`src/rtl/display_scan_ctrl_if.sv`:
```
// display_scan_ctrl_if: caller load bus and frame-stable outputs toward the 7-seg scan mux
interface display_scan_ctrl_if;
  logic [15:0] hexs_in;
  logic [3:0] points_in;
  logic [3:0] les_in;
  logic [3:0] blink_in;
  logic load;
  logic [15:0] Hexs;
  logic [3:0] Points;
  logic [3:0] LES;
  logic [1:0] Scan;
  logic frame_tick;
  modport master (output hexs_in, points_in, les_in, blink_in, load, input Hexs, Points, LES, Scan, frame_tick);
  modport slave (input hexs_in, points_in, les_in, blink_in, load, output Hexs, Points, LES, Scan, frame_tick);
endinterface

```
`src/rtl/display_scan_ctrl.sv`:
```
// display_scan_ctrl: digit scan timing with frame-boundary double buffering, ghosting guard and blink
module display_scan_ctrl #(
  parameter int DWELL_CYCLES = 50000,
  parameter int GUARD_CYCLES = 2000,
  parameter int BLINK_FRAMES = 128
) (
  input logic clk,
  input logic rst,
  display_scan_ctrl_if.slave bus
);
  localparam int CW = $clog2(DWELL_CYCLES);
  localparam int FW = BLINK_FRAMES > 1 ? $clog2(BLINK_FRAMES) : 1;
  logic [CW-1:0] cnt, cnt_n;
  logic [FW-1:0] frame_cnt, frame_cnt_n;
  logic [1:0] scan_n;
  logic [15:0] pend_hexs, hexs_n;
  logic [3:0] pend_points, pend_les, pend_blink, points_n, les_n, blink_n, les, blink;
  logic pend_valid, phase, phase_n, wrap, boundary, frame_last, guard;
  // next-state of counters and active buffers; the boundary prefers a same-cycle load over pending data
  always_comb begin
    wrap = cnt == CW'(DWELL_CYCLES - 1);
    boundary = wrap && bus.Scan == 2'd3;
    cnt_n = wrap ? '0 : cnt + 1'b1;
    scan_n = wrap ? bus.Scan + 2'd1 : bus.Scan;
    hexs_n = !boundary ? bus.Hexs : bus.load ? bus.hexs_in : pend_valid ? pend_hexs : bus.Hexs;
    points_n = !boundary ? bus.Points : bus.load ? bus.points_in : pend_valid ? pend_points : bus.Points;
    les_n = !boundary ? les : bus.load ? bus.les_in : pend_valid ? pend_les : les;
    blink_n = !boundary ? blink : bus.load ? bus.blink_in : pend_valid ? pend_blink : blink;
    frame_last = frame_cnt == FW'(BLINK_FRAMES - 1);
    frame_cnt_n = !boundary ? frame_cnt : frame_last ? '0 : frame_cnt + 1'b1;
    phase_n = phase ^ (boundary && frame_last);
    guard = GUARD_CYCLES != 0 && cnt_n < CW'(GUARD_CYCLES);
  end
  // state registers; LES is built from next-state values so it lines up with Scan and cnt
  always_ff @(posedge clk) begin
    if (rst) begin
      cnt <= '0;
      bus.Scan <= 2'd0;
      bus.Hexs <= 16'h0;
      bus.Points <= 4'h0;
      bus.LES <= 4'hF;
      bus.frame_tick <= 1'b0;
      les <= 4'hF;
      blink <= 4'h0;
      pend_hexs <= 16'h0;
      pend_points <= 4'h0;
      pend_les <= 4'h0;
      pend_blink <= 4'h0;
      pend_valid <= 1'b0;
      phase <= 1'b0;
      frame_cnt <= '0;
    end else begin
      cnt <= cnt_n;
      bus.Scan <= scan_n;
      bus.Hexs <= hexs_n;
      bus.Points <= points_n;
      bus.LES <= les_n | (phase_n ? blink_n : 4'h0) | {4{guard}};
      bus.frame_tick <= boundary;
      les <= les_n;
      blink <= blink_n;
      if (bus.load) begin
        pend_hexs <= bus.hexs_in;
        pend_points <= bus.points_in;
        pend_les <= bus.les_in;
        pend_blink <= bus.blink_in;
      end
      pend_valid <= boundary ? 1'b0 : bus.load | pend_valid;
      phase <= phase_n;
      frame_cnt <= frame_cnt_n;
    end
  end
endmodule

```
`src/flat_wrapper.sv`:
```
// flat-port wrapper written by rule: the top's interface ports become plain ports
module display_scan_ctrl_flat 
#(
  parameter int DWELL_CYCLES = 50000,
  parameter int GUARD_CYCLES = 2000,
  parameter int BLINK_FRAMES = 128
)
  (clk, rst, bus_hexs_in, bus_points_in, bus_les_in, bus_blink_in, bus_load, bus_Hexs, bus_Points, bus_LES, bus_Scan, bus_frame_tick);
  display_scan_ctrl_if bus_i ();
  input logic clk;
  input logic rst;
  input wire logic [$bits(bus_i.hexs_in)-1:0] bus_hexs_in;
  input wire logic [$bits(bus_i.points_in)-1:0] bus_points_in;
  input wire logic [$bits(bus_i.les_in)-1:0] bus_les_in;
  input wire logic [$bits(bus_i.blink_in)-1:0] bus_blink_in;
  input wire logic [$bits(bus_i.load)-1:0] bus_load;
  output wire logic [$bits(bus_i.Hexs)-1:0] bus_Hexs;
  output wire logic [$bits(bus_i.Points)-1:0] bus_Points;
  output wire logic [$bits(bus_i.LES)-1:0] bus_LES;
  output wire logic [$bits(bus_i.Scan)-1:0] bus_Scan;
  output wire logic [$bits(bus_i.frame_tick)-1:0] bus_frame_tick;
  assign bus_i.hexs_in = bus_hexs_in;
  assign bus_i.points_in = bus_points_in;
  assign bus_i.les_in = bus_les_in;
  assign bus_i.blink_in = bus_blink_in;
  assign bus_i.load = bus_load;
  assign bus_Hexs = bus_i.Hexs;
  assign bus_Points = bus_i.Points;
  assign bus_LES = bus_i.LES;
  assign bus_Scan = bus_i.Scan;
  assign bus_frame_tick = bus_i.frame_tick;
  display_scan_ctrl #(.DWELL_CYCLES(DWELL_CYCLES), .GUARD_CYCLES(GUARD_CYCLES), .BLINK_FRAMES(BLINK_FRAMES)) u_core (.clk(clk), .rst(rst), .bus(bus_i));
endmodule
```
`config.mk`:
```
export PLATFORM = sky130hd
export DESIGN_NAME = display_scan_ctrl_flat
export DESIGN_NICKNAME = d
export VERILOG_FILES = /design/src/rtl/display_scan_ctrl_if.sv /design/src/rtl/display_scan_ctrl.sv /design/src/flat_wrapper.sv
export SDC_FILE = /design/constraint.sdc
export NUM_CORES = 1
export LEC_CHECK = 0
export ABC_AREA = 1
export BUFFER_PORTS_ARGS = -buffer_cell sky130_fd_sc_hd__buf_2
export CELL_PAD_IN_SITES_DETAIL_PLACEMENT = 1
export CELL_PAD_IN_SITES_GLOBAL_PLACEMENT = 1
export CORE_AREA = 2 2 106 108
export DETAILED_ROUTE_END_ITERATION = 7
export DIE_AREA = 0 0 108 110
export GPL_TIMING_DRIVEN = 0
export PLACE_DENSITY_LB_ADDON = 0.1
export REMOVE_ABC_BUFFERS = 1
export SYNTH_ARGS = -nofsm -noshare
export SYNTH_HDL_FRONTEND = slang
export SYNTH_SLANG_ARGS = --single-unit
```
`constraint.sdc`:
```
create_clock -name clk -period 2.01 [get_ports clk]
set_input_delay 0.402 -clock clk [delete_from_list [all_inputs] [get_ports clk]]
set_output_delay 0.402 -clock clk [all_outputs]
set_load 0.1 [all_outputs]
```
# After elaboration in Yosys (flattened, before gate mapping)
# Index checks and enable logic that the tools add are counted.
# op_classes
addsub	3
order_cmp	1
muxes	13
n_reduce_logical	5
bitwise_logic	4
n_eq_ne	3
# op_table
op	n
16-bit two-way mux	3
4-bit two-way mux	9
16-bit by 1-bit adder with 16-bit output (second input constant)	1
16-bit == test (second input constant)	1
16-bit by 11-bit less-than comparator with 1-bit output (second input constant)	1
4-bit bitwise OR	2
7-bit by 1-bit adder with 7-bit output (second input constant)	1
7-bit == test (second input constant)	1
7-bit two-way mux	1
2-bit by 1-bit adder with 2-bit output (second input constant)	1
2-bit == test (second input constant)	1
1-bit logical AND	2
2-bit AND reduction	1
2-bit nonzero test	1
2-bit OR reduction	1
1-bit bitwise OR	1
1-bit XOR	1
# word_totals
input_bits	31
wordCells	44
reg_bits	88

# Longest topological paths before layout
# logic_depth
ltp_word	7
depth_mapped	13
mapped_depth_nobuf	13

# Worst setup path before layout
# Ideal clock, no wire load.
# synth_path
path_kind	flip-flop to flip-flop
from	register u_core.bus.Scan[0]
to	register u_core.bus.Hexs[0]
t_arrival_ns	2.151
stages_incl_launch_ff	9
path_slack_ns	-0.259
setup_ns	0.118
path_buffers	2
synth_period_minus_slack_ns	2.269
cell_sequence	dfxtp_1 ha_1 buf_2 inv_1 nor2_4 o21ai_4 buf_6 o21ai_1 a21oi_2
# synth_between
elab_chain_cells	3
# synth_rtl
element	line_no	source
start, declared	display_scan_ctrl_if.sv:14	modport slave (input hexs_in, points_in, les_in, blink_in, load, output Hexs, Points, LES, Scan, frame_tick);
start signal, assigned	display_scan_ctrl.sv:54	bus.Scan <= scan_n;
2-bit == test	display_scan_ctrl.sv:22	boundary = wrap && bus.Scan == 2'd3;
1-bit logical AND	display_scan_ctrl.sv:22	
2-bit AND reduction (no source line)	-	
end signal, assigned	display_scan_ctrl.sv:55	bus.Hexs <= hexs_n;
end, declared	display_scan_ctrl_if.sv:14	
# No other way between the ends.
# A chain may end at the register's enable or synchronous reset.

# Worst setup path in the final report
# layout_path
from	register u_core.cnt[0]
to	register u_core.bus.Points[3]
# layout_between
elab_chain_cells	3
# layout_rtl
element	line_no	source
start, declared	display_scan_ctrl.sv:13	logic [CW-1:0] cnt, cnt_n;
start signal, assigned	display_scan_ctrl.sv:53	cnt <= cnt_n;
16-bit == test	display_scan_ctrl.sv:21	wrap = cnt == CW'(DWELL_CYCLES - 1);
1-bit logical AND	display_scan_ctrl.sv:22	
2-bit AND reduction (no source line)	-	
end signal, assigned	display_scan_ctrl.sv:56	bus.Points <= points_n;
end, declared	display_scan_ctrl_if.sv:14	
# No other way between the ends.

==> flow_summary.ini <==
[run_status]
status = finished, final reports clean

[cells_and_area]
diodes = 0
final_nets = 658
final_common_cell = nand2_1
synthToLayoutAreaGrowth_pct = 15.7
n_fill_cell = 1388
most-common-layout-cells = nand2_1 (114), dfxtp_1 (88), inv_1 (80)
fin_area_mm2 = 0.00482
drive_gt1_share_pct = 21.1
fin_cells = 769

[sta]
finalSetupViolations = 0
period_needed_ns = 1.89
fin_worst_skew_ns = 0.0108
relSlewSlack_pct = 42.0
worst_pin_slew_ns = 0.869
hold_violations = 0
maxSlewViolCount = 0
clock.fmax_mhz = 530
finalCritPeriodShare_pct = 93.8

[power]
p_per_area_mw_per_mm2 = 722
finalPower_uw = 3480
worst_ir_drop_vdd_mv = 0.317
leakagePower_uw = 0.00208

[placed_design]
io_buffers = 57
globalplace.congestion = 0.825
hpwl_um = 7050
placed_area_mm2 = 0.00450
dp.cells = 749

[worst_setup_path]
cp_data_required_time_ns = 2.25
rrSetupSlack_ns = 0.12
cp-start-kind = flop
path_class = flop to flop
worst_ep_arrival_time_ns = 2.13
crit_path_end_kind = flop
cp_max_fo = 10

[synth]
synth_flop_cell = dfxtp_1
ys_warn_count = 0
ys_async_sr_fraction_pct = 0
yosys_register_bits = 88
yosys-top-cells-area = dfxtp_1 (42%), nand2_1 (10%), inv_1 (7.3%), nor2_1 (6.7%), o21ai_0 (3.4%)
ys_seq_area_share_pct = 42.2
synth_cells = 576
avgSynthCellArea_um2 = 7.24
netlist_area_mm2 = 0.00417
synth_area_leader_cell = dfxtp_1
synth-edff-count = 0
synth_cell_types = 39
yosys.area.top_type_share_pct = 42.2

[detailed_routing]
ant_nets = 0
first_pass_iters = 4
vias = 3718
viasPerCell = 4.83
drc = 0
routedWlPerCell_um = 13.6
drt_wl_total_um = 10500
drt_iter0_markers = 102

[global_route]
grt_pass1_wl_um = 17100
grt_start_max_net_pins = 56
grt.overflow.total = 0
first_global_vias = 3737
antenna_found_initial = 0
track_usage_pct = 18.3

[cts]
clk_pin_slew_ns = 0.10
holdBufCountCts = 0
cts_tree = yes
clock-sinks = 88
h-tree-depth = 3
clk_latency_ns = 0.37
cts_max_path_buffers = 2
numCtsBuffers = 9
root_buffer = clkbuf_8

[floorplan]
ios = 58
core.rowCount = 38
start_util_pct = 39.0
die_height_um = 110
design.die.area_mm2 = 0.0119
fp.coreArea_mm2 = 0.0107
fp.dieW_um = 108

[hold_path]
hold_path.class = primary input to flop

[job]
drv_cap = 0
==> sequential cells by signal, summed over array words and instances, names as in the netlist, 7 cells and up <==
name	count
u_core.frame_cnt	7
u_core.cnt	16
u_core.bus.Hexs	16
u_core.pend_hexs	16
==> synth_stat cells (6+ instances only) <==
| cell type | number |
|---|---|
| nand3_1 | 27 |
| nand2_1 | 114 |
| nand2_2 | 6 |
| nor2_1 | 74 |
| nor2_4 | 9 |
| or2_2 | 6 |
| o21ai_1 | 20 |
| a21oi_1 | 26 |
| inv_1 | 81 |
| buf_2 | 8 |
| or2_0 | 11 |
| nor3_1 | 8 |
| clkbuf_1 | 11 |
| dfxtp_1 | 88 |
| a21oi_2 | 13 |
| o21ai_0 | 28 |
==> critical path, cell delays in order (launching register included) <==
cell	delay, ns
dfxtp_1	0.43
ha_4	0.19
nand3_4	0.13
nor2_4	0.15
nand2_4	0.10
nor2_4	0.24
o21ai_4	0.11
buf_12	0.18
o21ai_1	0.17
a21oi_2	0.04
==> stage by stage <==
stage	TNS (ns)	worst slack (ns)	hold slack, ns	util, %
CTS	0	0.00674	0.297	44.5
global placement	-16.63	-0.648	0.428	42.1
detailed placement	-18.12	-0.675	0.437	42.1
floorplan	-11.86	-0.503	0.416	-
finish	0	0.124	0.310	45.1
global route	-0.00512	-0.00512	0.315	45.1
==> logic make-up (layout without fill, tap and decap cells) <==
kind of cell	after synthesis	after routing	synth area share, %
flops	88	88	42.2
simple gates	278	278	31.9
xor+xnor	5	5	1.05
fa+ha+maj	3	3	0.900
mux	1	1	0.240
buf+inv	108	159	10.7
compound gates	93	95	13.0
==> path summary, 6_finish.rpt <==
check / cells past startpoint / from / to
worst max-delay path: 9 / u_core.cnt[0] / u_core.bus.Points[3]
worst max register to register: 9 / u_core.cnt[0] / u_core.bus.Points[3]
worst min-delay path: 3 / bus_blink_in[2] / u_core.pend_blink[2]
worst min register to register: 2 / u_core.bus.Hexs[7] / u_core.bus.Hexs[7]
==> cell type report <==
class,count,area [um^2],share of cell area (%)
multi-input combinational,382,2010,41.7
clock inverter,5,87.6,1.82
inverter,84,320,6.64
tap,140,175,3.63
clock buffer,11,151,3.14
timing repair buffer,59,318,6.59
sequential,88,1760,36.5
==> layer usage <==
| metal | GRT usage [%] | wire length [um] | vias to the layer above |
|---|---|---|---|
| met3 | 2.76 | 289 | 13 |
| met1 | 22.5 | 4900 | 1768 |
| met4 | 6.78 | 147 | 0 |
| li1 | - | - | 1889 |
| met5 | 0 | 0 | - |
| met2 | 32.5 | 5140 | 48 |
==> repair_timing <==
item,CTS,global route
pin swaps,0,1
cloned,1,1
resized for setup,2,6
buffers inserted,1,1
endpoints found under the setup margin,32,24
==> power by group <==
part           total [uW]  switching, uW  internal, uW
Clock                1470            690           780
Combinational         201            126          74.5
Sequential           1810           27.3          1780
Total                3480            844          2640
Note: power is estimated with default switching activity, not from simulation.
